**src/rtl/apb_master_bridge.sv**
```systemverilog
`default_nettype none
// ============================================================================
// Module   : apb_master_bridge
// Brief    : Single-beat command/response client to APB initiator, with
//            slave wait-state support and an ACCESS-phase watchdog.
// Revision : 1.0 - initial release
// ============================================================================

module apb_master_bridge #(
    parameter int ADDR_W  = 8,
    parameter int DATA_W  = 8,
    parameter int TIMEOUT = 16
) (
    input  logic              pclk,
    input  logic              prst,
    input  logic              cmd_valid,
    output logic              cmd_ready,
    input  logic              cmd_write,
    input  logic [ADDR_W-1:0] cmd_addr,
    input  logic [DATA_W-1:0] cmd_wdata,
    output logic              rsp_valid,
    input  logic              rsp_ready,
    output logic [DATA_W-1:0] rsp_rdata,
    output logic              rsp_err,
    output logic              rsp_timeout,
    output logic              psel,
    output logic              penable,
    output logic              pwrite,
    output logic [ADDR_W-1:0] paddr,
    output logic [DATA_W-1:0] pwdata,
    input  logic [DATA_W-1:0] prdata,
    input  logic              pready,
    input  logic              pslverr
);

    localparam int WAIT_W = (TIMEOUT > 0) ? $clog2(TIMEOUT + 1) : 1;
    // Abort fires on the edge that would complete the TIMEOUT-th waiting cycle
    localparam logic [WAIT_W-1:0] c_WAIT_LAST = WAIT_W'(TIMEOUT - 1);

    typedef enum logic [1:0] {
        S_IDLE   = 2'd0,
        S_SETUP  = 2'd1,
        S_ACCESS = 2'd2,
        S_RESP   = 2'd3
    } state_t;

    state_t              r_state;
    state_t              w_state_nxt;
    logic                w_accept;
    logic                w_done;
    logic                w_tout;
    logic                w_wait_exp;
    logic [WAIT_W-1:0]   r_wait;
    logic                r_pwrite;
    logic [ADDR_W-1:0]   r_paddr;
    logic [DATA_W-1:0]   r_pwdata;
    logic [DATA_W-1:0]   r_rsp_rdata;
    logic                r_rsp_err;
    logic                r_rsp_timeout;

    assign w_wait_exp = (TIMEOUT != 0) && (r_wait == c_WAIT_LAST);

    always_ff @(posedge pclk) begin
        if (prst) begin
            r_state <= S_IDLE;
        end else begin
            r_state <= w_state_nxt;
        end
    end

    always_comb begin
        w_state_nxt = r_state;
        w_accept    = 1'b0;
        w_done      = 1'b0;
        w_tout      = 1'b0;
        case (r_state)
            S_IDLE: begin
                if (cmd_valid) begin
                    w_accept    = 1'b1;
                    w_state_nxt = S_SETUP;
                end
            end
            S_SETUP: begin
                w_state_nxt = S_ACCESS;
            end
            S_ACCESS: begin
                // A completing slave wins over an expiring watchdog
                if (pready) begin
                    w_done      = 1'b1;
                    w_state_nxt = S_RESP;
                end else if (w_wait_exp) begin
                    w_tout      = 1'b1;
                    w_state_nxt = S_RESP;
                end
            end
            S_RESP: begin
                if (rsp_ready) begin
                    w_state_nxt = S_IDLE;
                end
            end
            default: begin
                w_state_nxt = S_IDLE;
            end
        endcase
    end

    always_ff @(posedge pclk) begin
        if (prst) begin
            r_wait        <= '0;
            r_pwrite      <= 1'b0;
            r_paddr       <= '0;
            r_pwdata      <= '0;
            r_rsp_rdata   <= '0;
            r_rsp_err     <= 1'b0;
            r_rsp_timeout <= 1'b0;
        end else begin
            if (w_accept) begin
                r_wait   <= '0;
                r_pwrite <= cmd_write;
                r_paddr  <= cmd_addr;
                r_pwdata <= cmd_write ? cmd_wdata : '0;
            end
            if (r_state == S_ACCESS && !pready && !w_wait_exp) begin
                r_wait <= r_wait + WAIT_W'(1);
            end
            if (w_done) begin
                r_rsp_rdata   <= r_pwrite ? '0 : prdata;
                r_rsp_err     <= pslverr;
                r_rsp_timeout <= 1'b0;
            end else if (w_tout) begin
                r_rsp_rdata   <= '0;
                r_rsp_err     <= 1'b1;
                r_rsp_timeout <= 1'b1;
            end
        end
    end

    assign cmd_ready   = (r_state == S_IDLE);
    assign psel        = (r_state == S_SETUP) || (r_state == S_ACCESS);
    assign penable     = (r_state == S_ACCESS);
    assign rsp_valid   = (r_state == S_RESP);
    assign pwrite      = r_pwrite;
    assign paddr       = r_paddr;
    assign pwdata      = r_pwdata;
    assign rsp_rdata   = r_rsp_rdata;
    assign rsp_err     = r_rsp_err;
    assign rsp_timeout = r_rsp_timeout;

endmodule

`default_nettype wire
```
**config.mk**
```make
export PLATFORM = sky130hd
export DESIGN_NAME = apb_master_bridge
export DESIGN_NICKNAME = d
export VERILOG_FILES = /design/src/rtl/apb_master_bridge.sv
export SDC_FILE = /design/constraint.sdc
export NUM_CORES = 1
export LEC_CHECK = 0
export CAP_MARGIN = 30
export CORE_MARGIN = 8
export CORE_UTILIZATION = 41
export DETAILED_ROUTE_END_ITERATION = 7
export PLACE_DENSITY = 0.84
export SYNTH_ARGS = -nofsm -noshare
export SYNTH_HDL_FRONTEND = slang
export SYNTH_SLANG_ARGS = --single-unit
```
**constraint.sdc**
```tcl
create_clock -name pclk -period 2.5 [get_ports pclk]
set_clock_uncertainty 0.2 [all_clocks]
set_input_delay 0.5 -clock pclk [delete_from_list [all_inputs] [get_ports pclk]]
set_output_delay 0.5 -clock pclk [all_outputs]
set_load 0.02 [all_outputs]
```
Word level (Yosys, flattened, before mapping)
Cells that the tools add are included.

Reduce and logical (&&, ||, !) cells: 10. $add $sub $neg: 1. Multiplexer cells: 20. Equality and inequality tests: 7.

Operators by type and width (number): $mux 8 (4); $mux 5 (2); $mux 1 (9); $mux 2 (4); $pmux 2 s4 (1); $add 5x1->5 const B (1); $eq 5x4->1 const B (1); $eq 2x2->1 const B (2); $reduce_bool 2->1 (2); $ne 3x1->1 const B (1); $reduce_and 3->1 (1); $eq 2x1->1 const B (1); $logic_and 1x1->1 (2); $logic_not 1->1 (2); $logic_not 2->1 (1); $ne 2x1->1 const B (1); $ne 2x2->1 const B (1); $reduce_or 2->1 (1); $logic_or 1x1->1 (1).

Register bits after elaboration: 34. Output and inout bits: 31. Logic and storage cells: 46.

Depth between registers and ports, before layout
Depth after elaboration: 6. Gate-level depth with buffers: 7.

Worst setup path before layout
OpenSTA, ideal clock, no wires.

Path type: flip-flop to flip-flop. From: register r_wait[0]. To: register r_state[0]. Library setup time: 0.127 ns. Setup slack: 0.582 ns. Arrival time: 1.591 ns. Stages on the path, launching flop included: 8. Period minus slack after synthesis: 1.918 ns. Data required time: 2.173 ns. Cells stage by stage: dfxtp_1 -> ha_1 -> and3_1 -> ha_1 -> or3b_1 -> buf_2 -> a31oi_1 -> nor3_1.

Longest elaborated chain between the ends: 3.

Ends and longest elaborated chain: start, declared (RTL line 53) `logic [WAIT_W-1:0] r_wait;`; start signal, assigned (RTL line 124) `r_wait <= r_wait + WAIT_W'(1);`; $eq 5x4->1 (RTL line 61) `assign w_wait_exp = (TIMEOUT != 0) && (r_wait == c_WAIT_LAST);`; $ne 3x1->1 (no source line); $reduce_and 3->1 (no source line); end signal, assigned (RTL line 67) `r_state <= w_state_nxt;`; end, declared (RTL line 47) `state_t r_state;`.

Every way passes these cells. A chain may end at the register's enable or synchronous reset.

Worst setup path after layout
From: register r_state[1]. To: output port psel.

Longest elaborated chain between the ends: 2. Elaborated cells between the ends (all ways): 3. Classes of those cells: eq/ne (2); reduce/logical (1).

Ends and longest elaborated chain: $eq 2x1->1 / $eq 2x2->1 (equally long branches) (RTL line 139) `assign psel = (r_state == S_SETUP) || (r_state == S_ACCESS);`; $logic_or 1x1->1 * (RTL line 139); end, declared (RTL line 26) `output logic psel,`.

Every way passes the cells marked *; elsewhere a longest branch is shown, timed or not.

==> impl_metrics.prom <==
# TYPE chip_impl_metric gauge
chip_impl_metric{name="clk-insertion-delay-late",unit="ps"} 330
chip_impl_metric{name="avgSynthCellArea",unit="µm²"} 8.56
chip_impl_metric{name="design.core.area",unit="µm²"} 3280
chip_impl_metric{name="maxSlewViolCount",unit=""} 0
chip_impl_info{name="rr_endpoint",value="r_wait[3]"} 1
chip_impl_metric{name="first_pass_iters",unit=""} 4
chip_impl_metric{name="grt_antenna_before_repair",unit=""} 0
chip_impl_metric{name="final-setup-viol-count",unit=""} 0
chip_impl_metric{name="path_clk_slew",unit="ps"} 110
chip_impl_metric{name="num-nets-final",unit=""} 261
chip_impl_info{name="worst_setup_path_start_kind",value="register"} 1
chip_impl_metric{name="seq_area_frac_synth",unit="%"} 49.1
chip_impl_metric{name="number_of_diodes_added_for_antenna_fixing",unit=""} 0
chip_impl_metric{name="p_sw_share",unit="%"} 36.4
chip_impl_metric{name="power_report.internal_total",unit="mW"} 1.08
chip_impl_metric{name="layout.cell_area.non_filler",unit="µm²"} 2110
chip_impl_metric{name="required",unit="ps"} 1800
chip_impl_info{name="endpoint_kind",value="primary output"} 1
chip_impl_metric{name="dpl-instance-area",unit="µm²"} 2050
chip_impl_metric{name="port-buffer-count",unit=""} 61
chip_impl_metric{name="number_of_global_route_vias_before_repair",unit=""} 1346
chip_impl_metric{name="static-leakage-power",unit="nW"} 0.777
chip_impl_metric{name="number_of_design_rule_violations_left_after_detail_routing",unit=""} 0
chip_impl_metric{name="grt_pass1_wl",unit="µm"} 5860
chip_impl_info{name="crit_type",value="reg2out"} 1
chip_impl_metric{name="numCtsBuffers",unit=""} 5
chip_impl_metric{name="fp-row-count",unit=""} 21
chip_impl_metric{name="h-tree-depth",unit=""} 2
chip_impl_metric{name="number_of_synthesized_register_bits",unit=""} 34
chip_impl_info{name="holdCritPathClass",value="reg2reg"} 1
chip_impl_metric{name="biggest_fanout_along_the_worst_timing_path",unit=""} 4
chip_impl_metric{name="route.detailed.vias_per_inst",unit=""} 4.94
chip_impl_metric{name="power.density_cell_area",unit="nW/µm²"} 804
chip_impl_metric{name="dpl.hpwl",unit="µm"} 2790
chip_impl_metric{name="power_frac_comb",unit="%"} 42.6
chip_impl_info{name="outcome",value="finished clean"} 1
chip_impl_info{name="grt_setup_unrepaired",value="no"} 1
chip_impl_metric{name="ff2ff_setup_slack",unit="ps"} 360
chip_impl_metric{name="dr.first_iter.drc_count",unit=""} 56
chip_impl_metric{name="final_hold_viol_count",unit=""} 0
chip_impl_metric{name="syn-num-nets",unit=""} 199
chip_impl_metric{name="pin_count_of_the_biggest_net_entering_global_routing",unit=""} 20
chip_impl_metric{name="max_slew.worst_pin.slew",unit="ps"} 368
chip_impl_metric{name="worst-endpoint-arrival",unit="ps"} 1720
chip_impl_metric{name="p_clk_share",unit="%"} 18.9
chip_impl_metric{name="layout-drive-gt1-share",unit="%"} 7.11
chip_impl_metric{name="cts.hold.buffers_added",unit=""} 0
chip_impl_metric{name="design.die.area",unit="µm²"} 5500
chip_impl_metric{name="global_route.overflow_total",unit=""} 0
chip_impl_metric{name="max-clock-path-buffers",unit=""} 2
chip_impl_metric{name="syn-instance-count",unit=""} 162
chip_impl_info{name="timing.hold.worst.start",value="pwdata[0]"} 1
chip_impl_metric{name="antenna_violating_nets_left",unit=""} 0
chip_impl_metric{name="globalplace.congestion",unit=""} 0.807
chip_impl_metric{name="placement.setup.worst_slack",unit="ps"} 371
chip_impl_metric{name="yosysUniqueCellTypes",unit=""} 28
chip_impl_metric{name="grtUsageTotal",unit="%"} 13.4
chip_impl_metric{name="chipHeight",unit="µm"} 74.2
chip_impl_metric{name="starting_utilization_of_the_core_area",unit="%"} 42.2
chip_impl_metric{name="cts.sink_count",unit=""} 34
chip_impl_metric{name="routed-via-count",unit=""} 1339
chip_impl_metric{name="fin_total_pwr",unit="mW"} 1.70
chip_impl_metric{name="max-slew-margin-rel",unit="%"} 75.5
chip_impl_metric{name="final_cycle_share",unit="%"} 96.8
chip_impl_metric{name="wl",unit="µm"} 3680
chip_impl_info{name="cell_at_the_root_of_the_clock_tree",value="clkbuf_4"} 1
chip_impl_metric{name="max_clock_freq",unit="GHz"} 0.413
chip_impl_metric{name="ios",unit=""} 62
chip_impl_metric{name="power_frac_seq",unit="%"} 38.5
chip_impl_metric{name="die_width",unit="µm"} 74.2
chip_impl_metric{name="filler_cell_count",unit=""} 288
chip_impl_metric{name="areaGrowthSynthToFinish",unit="%"} 52.3
chip_impl_info{name="tritoncts_clock_tree",value="yes"} 1
chip_impl_metric{name="post_synth_design_cell_area",unit="µm²"} 1390
chip_impl_info{name="worstReg2RegStart",value="r_wait[0]"} 1
chip_impl_metric{name="ir_drop",unit="mV"} 0.413
chip_impl_metric{name="yosys_warnings",unit=""} 0
chip_impl_metric{name="fin_tns_setup",unit="ps"} 0
chip_impl_metric{name="worst_hold_slack",unit="ps"} 254
chip_impl_metric{name="net-switching-power",unit="mW"} 0.618
chip_impl_metric{name="routed_wire_length_per_instance",unit="µm"} 13.6
chip_impl_info{name="critical_path.startpoint",value="r_state[1]"} 1
chip_impl_metric{name="max_cap_violations",unit=""} 0
chip_impl_metric{name="timing.reg2reg.worst_path_depth",unit=""} 6
chip_impl_metric{name="post-route-worst-setup-slack",unit="ps"} 79.9
chip_impl_metric{name="minimum_clock_period_after_layout",unit="ps"} 2420
chip_impl_info{name="crit_path_end",value="psel"} 1
[logic make-up (layout without fill, tap and decap cells)]
| family | after synthesis | count (layout) | share of synthesized area [%] |
|---|---|---|---|
| buf+inv | 15 | 78 | 4.69 |
| flops | 34 | 34 | 49.1 |
| fa+ha+maj | 6 | 6 | 5.42 |
| compound gates | 38 | 38 | 16.9 |
| simple gates | 69 | 69 | 23.9 |
[area by class of cell]
| cell class | count | area [µm²] | share of cell area, % |
|---|---|---|---|
| sequential | 34 | 681 | 32.2 |
| clock inverter | 2 | 12.5 | 0.592 |
| inverter | 3 | 11.3 | 0.533 |
| multi-input combinational | 113 | 641 | 30.3 |
| clock buffer | 6 | 51.3 | 2.43 |
| timing repair buffer | 67 | 658 | 31.2 |
| tap | 46 | 57.6 | 2.73 |
[cell usage in the layout (no fill, tap or decap), types with 2 or more instances in the layout]
cell / count
nand2b_1: 5
ha_1: 6
clkdlybuf4s50_1: 60
nor3_1: 2
clkbuf_4: 5
nand3_1: 12
nand2_1: 31
buf_4: 6
nor2_1: 9
a22oi_1: 8
nor2b_1: 3
inv_1: 3
a21oi_1: 23
dfxtp_1: 34
[worst min-delay path by stage]
stage	cells past startpoint	end	slack, ps
floorplan	2	r_wait[4]	250
global placement	2	pwdata[3]	240
detailed placement	2	pwdata[3]	240
CTS	2	pwdata[3]	260
global route	2	pwdata[0]	270
finish	2	pwdata[0]	250
[cell usage after synthesis]
| cell type | n | area (µm²) |
|---|---|---|
| dfxtp_1 | 34 | 681 |
| nand2_1 | 31 | 116 |
| a21oi_1 | 23 | 115 |
| nand3_1 | 12 | 60.1 |
| nor2_1 | 9 | 33.8 |
| a22oi_1 | 8 | 60.1 |
| clkbuf_1 | 7 | 26.3 |
| ha_1 | 6 | 75.1 |
| nand2b_1 | 5 | 31.3 |
| buf_2 | 4 | 20.0 |
| inv_1 | 3 | 11.3 |
| nor2b_1 | 3 | 18.8 |
| nor3_1 | 2 | 10.0 |
| a211oi_1 | 1 | 7.51 |
| a311oi_1 | 1 | 8.76 |
| a311oi_2 | 1 | 15.0 |
| a31oi_1 | 1 | 6.26 |
| a41oi_1 | 1 | 8.76 |
| and2_1 | 1 | 6.26 |
| and3_1 | 1 | 6.26 |
| and3b_1 | 1 | 8.76 |
| buf_4 | 1 | 7.51 |
| nand4_1 | 1 | 6.26 |
| nor3b_4 | 1 | 18.8 |
| nor4_1 | 1 | 6.26 |
| o21ai_1 | 1 | 5.00 |
| o31ai_1 | 1 | 7.51 |
| or3b_1 | 1 | 8.76 |
[power by group through the flow]
stage	sequential (mW)	combinational, mW	clock (mW)
global route	0.663	0.787	0.354
CTS	0.655	0.736	0.332
floorplan	0.726	0.370	0
finish	0.654	0.723	0.321
detailed placement	0.668	0.730	0
global placement	0.665	0.724	0
[per-layer routing]
metal / wire [µm] / track usage (%) / up-vias / share of wire (%)
met5: 0 / 0 / - / 0
met3: 439 / 8.22 / 6 / 12
met1: 1550 / 14.3 / 601 / 42
li1: - / - / 684 / -
met2: 1640 / 21.2 / 48 / 44
met4: 51 / 4.88 / 0 / 1.4
[sequential cells by signal, summed over array words and instances, names as in the netlist]
register / cells
rsp_timeout: 1
r_wait: 5
pwrite: 1
rsp_rdata: 8
pwdata: 8
r_state: 2
paddr: 8
rsp_err: 1
[worst max-delay path, cell delays in order (launching register included)]
cell	delay, ps
dfxtp_1	400
inv_1	80
ha_1	300
clkdlybuf4s50_1	600
[per-stage QoR]
stage,cells,utilization (%)
floorplan,162,-
global placement,263,62.3
detailed placement,263,62.3
CTS,271,64.2
global route,271,64.3
finish,271,64.3
[timing repair]
action | CTS | global route
endpoints found under the setup margin | 0 | 1
setup buffers | 0 | 0
gates resized for setup | 0 | 1
Power figures use the tool's default switching activity.
==> RTL edit 1: new RTL, same settings <==
Reset style: asynchronous (`prst`), changed in 2 clocked blocks.
--- a/src/rtl/apb_master_bridge.sv
+++ b/src/rtl/apb_master_bridge.sv
@@ -62,3 +62,3 @@
 
-    always_ff @(posedge pclk) begin
+    always_ff @(posedge pclk or posedge prst) begin
         if (prst) begin
@@ -106,3 +106,3 @@
 
-    always_ff @(posedge pclk) begin
+    always_ff @(posedge pclk or posedge prst) begin
         if (prst) begin
Function: differs if prst is asserted again (counterexample within 4 cycles, from zero or initial values and one cycle with prst high); with prst held inactive, the same outputs for 10 cycles.
==> RTL edit 1 against the unedited design <==
  * Die area up 2.1%
  * Wire length is 1.2% higher
  * Synthesized cell count fell by 23%
  * Final area rose by 1.1%
  * Worst setup slack better by 36 ps
  * Power rose by 49%
  * Critical endpoint is now cmd_ready
  * Sequential cell count is the same
  * Area after synthesis grew 2.7%
==> RTL edit 1: results (changes against the unedited design) <==
* Worst min-delay path category: reg -> reg
* Drt via density at 5.02 (+1.5%)
* Slowest stage cell, crit path: clkdlybuf4s50_1
* DR iter-0 viols at 46 (-18%)
* Cell variety after synth at 20 (-29%)
* Drt pass-1 iters at 4 (unchanged)
* Synth Area in Compound Gates at 0.105 (-0.0642)
* FFs w/ async S/R, synth at 1.00 (+1.00)
* Top post-synthesis cells by count: 34 x dfrtp_1, 20 x nand2_1, 10 x mux2_2
* Worst path arrival time at 1680 ps (-40 ps)
* CTS clk-pin slew, worst paths at 110 ps (about the same)
* Detailed Route WL at 3.72 mm (+1.2%)
* Fraction of layout cells with a size suffix above 1 at 0.106 (+0.0347)
* Critical Path Source: r_state[0]
* Hold Crit Start: pwdata[3]
* Buffers on Ports at 61 (unchanged)
* Cts bufs inserted at 5 (unchanged)
* DP Area at 2090 µm² (+2.0%)
* Cell count after synthesis at 124 (-23%)
* Root buf cell: clkbuf_4
* Syn nets at 161 (-19%)
* GR Util All Layers at 0.143 (+0.00878)
* Layout Nets at 226 (-13%)
* GPL Wtd Cong at 0.731 (-9.4%)
* First-pass GRT wire length at 5.98 mm (+2.0%)
* Post-place setup slack at 199 ps (-172 ps)
* Pin count of the biggest net entering global routing at 35 (+75%)
* Outcome: complete, no violations
* XOR/XNOR share of the synthesized area at 0 (unchanged)
* RR Startpoint: r_wait[0]
* Vias in the first global route at 1262 (-6.2%)
* H-tree depth at 2 (unchanged)
* Fillers at 290 (+0.69%)
* Top cells by area, synth: dfrtp_1 60%, mux2_2 7.9%, ha_1 5.3%, nand2_1 5.3%, a22o_1 4.9%
* P_leak at 0.974 nW (+25%)
* Slew headroom at 0.583 (-0.172)
* Register area share after synthesis at 0.598 (+0.107)
* Worst path max stage delay at 620 ps (+20 ps)
* ANT cells at 0 (unchanged)
* Psw at 0.985 mW (+59%)
* Largest vdd supply drop at 0.576 mV (+39%)
* Via count at 1179 (-12%)
* Adder-Cell Fraction of Synth Area at 0.0527 (-0.00143)
* Later-pin clock latency in the skew report at ~340 ps
* Mux cell area share after synthesis at 0.0861 (+0.0861)
* Clock Tree Buf Depth at 2 (unchanged)
* Post-DP HPWL at 2.84 mm (+1.6%)
==> RTL edit 1: kinds of logic after synthesis <==
| family | count (synthesis) |
|---|---|
| AND/OR/NAND/NOR | 38 |
| flip-flops | 34 |
| AO/OA/AOI/OAI | 23 |
| buffers and inverters | 12 |
| multiplexers | 11 |
| adder cells (fa/ha/maj) | 6 |
==> RTL edit 1: layout make-up <==
type	instances	area, µm²	area share
clock inverter	2	10.0	0.00469
inverter	7	26.3	0.0123
sequential	34	851	0.398
clock buffer	5	37.5	0.0176
multi-input combinational	78	527	0.247
tap	46	57.6	0.0269
timing repair buffer	63	627	0.293
==> RTL edit 1: repair_timing <==
action / 4_1_cts / 5_1_grt
resized for setup: 1 / 1
hold buffers: 0 / 0
buffers inserted: 0 / 0
setup endpoints to repair: 1 / 1
==> RTL edit 1: worst paths after layout <==
kind,slack (ps),depth (start not counted),endpoint
worst max-delay path,120,3,cmd_ready
worst min-delay path,290,2,pwdata[3]
worst max register to register,170,6,r_wait[3]
worst min register to register,290,2,pwdata[3]
max in group asynchronous,1440,3,paddr[1]
min in group asynchronous,350,3,rsp_rdata[2]
==> RTL edit 1: power by group through the flow <==
stage	clock network (mW)	logic [mW]	registers (mW)
after floorplan	0	0.488	1.16
after global placement	0	1.32	0.913
after detailed placement	0	1.35	0.936
after CTS	0.294	1.35	0.926
after global routing	0.320	1.43	0.953
final	0.283	1.32	0.923
==> RTL edit 1: worst min-delay path, stage by stage, from the launching register on <==
cell	delay, ps
dfrtp_1	360
nand2_1	50
o21ai_0	60
==> RTL edit 1: metal layers <==
layer | GRT usage | wire length [µm] | up-vias
li1 | - | - | 551
met1 | 0.146 | 1420 | 579
met2 | 0.227 | 1820 | 44
met3 | 0.0905 | 451 | 5
met4 | 0.0587 | 33 | 0
met5 | 0 | 0 | -
==> RTL edit 2: new RTL, config.mk and constraints unchanged <==
Made on the original files. Set the parameter `TIMEOUT` to 8 (it was 16).
--- a/src/rtl/apb_master_bridge.sv
+++ b/src/rtl/apb_master_bridge.sv
@@ -11,3 +11,3 @@
     parameter int DATA_W  = 8,
-    parameter int TIMEOUT = 16
+    parameter int TIMEOUT = 8
 ) (
Function: no difference found for any inputs over 10 cycles, from zero or initial values and one cycle with prst high; that may be too few to reach the edited logic, so the function may still have changed.
==> RTL edit 2 against the unedited design <==
  * Area after synthesis is 5.6% lower
  * Sequential share of layout area is 0.11 points lower
  * First-iteration DRC count is 5.4% lower
  * Sequential cell count is 1 lower
  * Final area is 2.6% lower
  * Wire length is 0.35% higher
  * Sequential power hardly changed
  * Register-to-register slack better by 280 ps
  * Power is 8.5% higher
  * Worst setup slack better by 54 ps
  * Combinational power is 3.7% lower
  * Critical path type unchanged
  * Highest routed layer unchanged
==> RTL edit 2: results (changes against the unedited design) <==
* Mux cell area share after synthesis at 0.0153 (+0.0153)
* Worst path arrival time at 1670 ps (-50 ps)
* Vias in the first global route at 1281 (-4.8%)
* Psw at 0.608 mW (-1.6%)
* Synth Area in Compound Gates at 0.188 (+0.0196)
* GR Util All Layers at 0.144 (+0.0102)
* Worst slew pin tran at 599 ps (+231 ps)
* Largest vdd supply drop at 0.462 mV (+12%)
* Worst min-delay path category: reg -> reg
* Number of placement rows at 20 (-4.8%)
* Drt via density at 5.10 (+3.3%)
* Pin count of the biggest net entering global routing at 22 (+10%)
* Drt pass-1 iters at 5 (+1)
* Top cells by area, synth: dfxtp_1 50%, nand2_1 8.0%, a21oi_1 7.6%, a22o_1 5.4%, nand3_1 4.6%
* Syn nets at 182 (-8.5%)
* P_leak at 0.761 nW (-2.2%)
* DR iter-0 viols at 53 (-5.4%)
* Adder-Cell Fraction of Synth Area at 0.0382 (-0.0159)
* Detailed Route WL at 3.69 mm (+0.35%)
* Register area share after synthesis at 0.505 (+0.0138)
* Root buf cell: clkbuf_4
* GPL Wtd Cong at 0.831 (+3.0%)
* Fillers at 272 (-5.6%)
* Fraction of layout cells with a size suffix above 1 at 0.0670 (-0.00413)
* Post-DP HPWL at 2.87 mm (+2.5%)
* Outcome: complete, no violations
[RTL edit 2: changes by cell type after synthesis, sizes merged, moves of 3 or more]
cell   delta
a22o      +8
a22oi     -8
a21oi     -3
nor2      -6
nand2     -3
[RTL edit 2: cell type report]
class	instances	area [µm²]	share of cell area
Tap cell	44	55.1	0.0268
Multi-Input combinational cell	100	594	0.289
Clock buffer	5	37.5	0.0182
Sequential cell	33	661	0.321
Inverter	5	18.8	0.00912
Timing Repair Buffer	63	626	0.304
Clock inverter	3	65.1	0.0316
[RTL edit 2: path summary, 6_finish.rpt]
path	from	end	slack (ps)	depth (start not counted)
worst max-delay path	r_state[1]	psel	130	3
worst min-delay path	pwdata[4]	pwdata[4]	260	2
worst max register to register	r_state[0]	r_state[1]	640	5
worst min register to register	pwdata[4]	pwdata[4]	260	2
[RTL edit 2: per-stage QoR]
step / instances / hold WS, ps / setup WS, ps / utilization / cell area, µm²
2_1_floorplan: 147 / 266 / 627 / - / 1310
3_3_place_gp: 245 / 238 / 400 / 0.639 / 1950
3_5_place_dp: 245 / 245 / 294 / 0.639 / 1950
4_1_cts: 253 / 258 / 36.7 / 0.673 / 2050
5_1_grt: 253 / 271 / 50.5 / 0.674 / 2060
6_report: 253 / 255 / 134 / 0.674 / 2060
[RTL edit 2: power groups by stage]
stage               clock network, mW  registers (mW)  logic (mW)
finish                          0.490           0.656       0.696
global placement                    0           0.663       0.677
global route                    0.525           0.666       0.754
CTS                             0.502           0.656       0.701
floorplan                           0           0.737       0.330
detailed placement                  0           0.667       0.699
[RTL edit 2: cell families after synthesis]
logic type,Yosys count
xor+xnor,1
compound gates,38
flops,33
simple gates,55
fa+ha+maj,4
buf+inv,14
mux,2
[RTL edit 2: critical path: cells and delay by family, from the launching register on]
family / cells / cell delay [ps]
adders and majority gates: 1 / 290
buffers and inverters: 2 / 660
DFF: 1 / 390
[RTL edit 2: routing by layer]
layer | vias to the layer above | track usage | wire length (µm)
li1 | 635 | - | -
met1 | 587 | 0.150 | 1500
met2 | 56 | 0.239 | 1740
met3 | 13 | 0.0702 | 361
met4 | 0 | 0.0667 | 100
met5 | - | 0 | 0
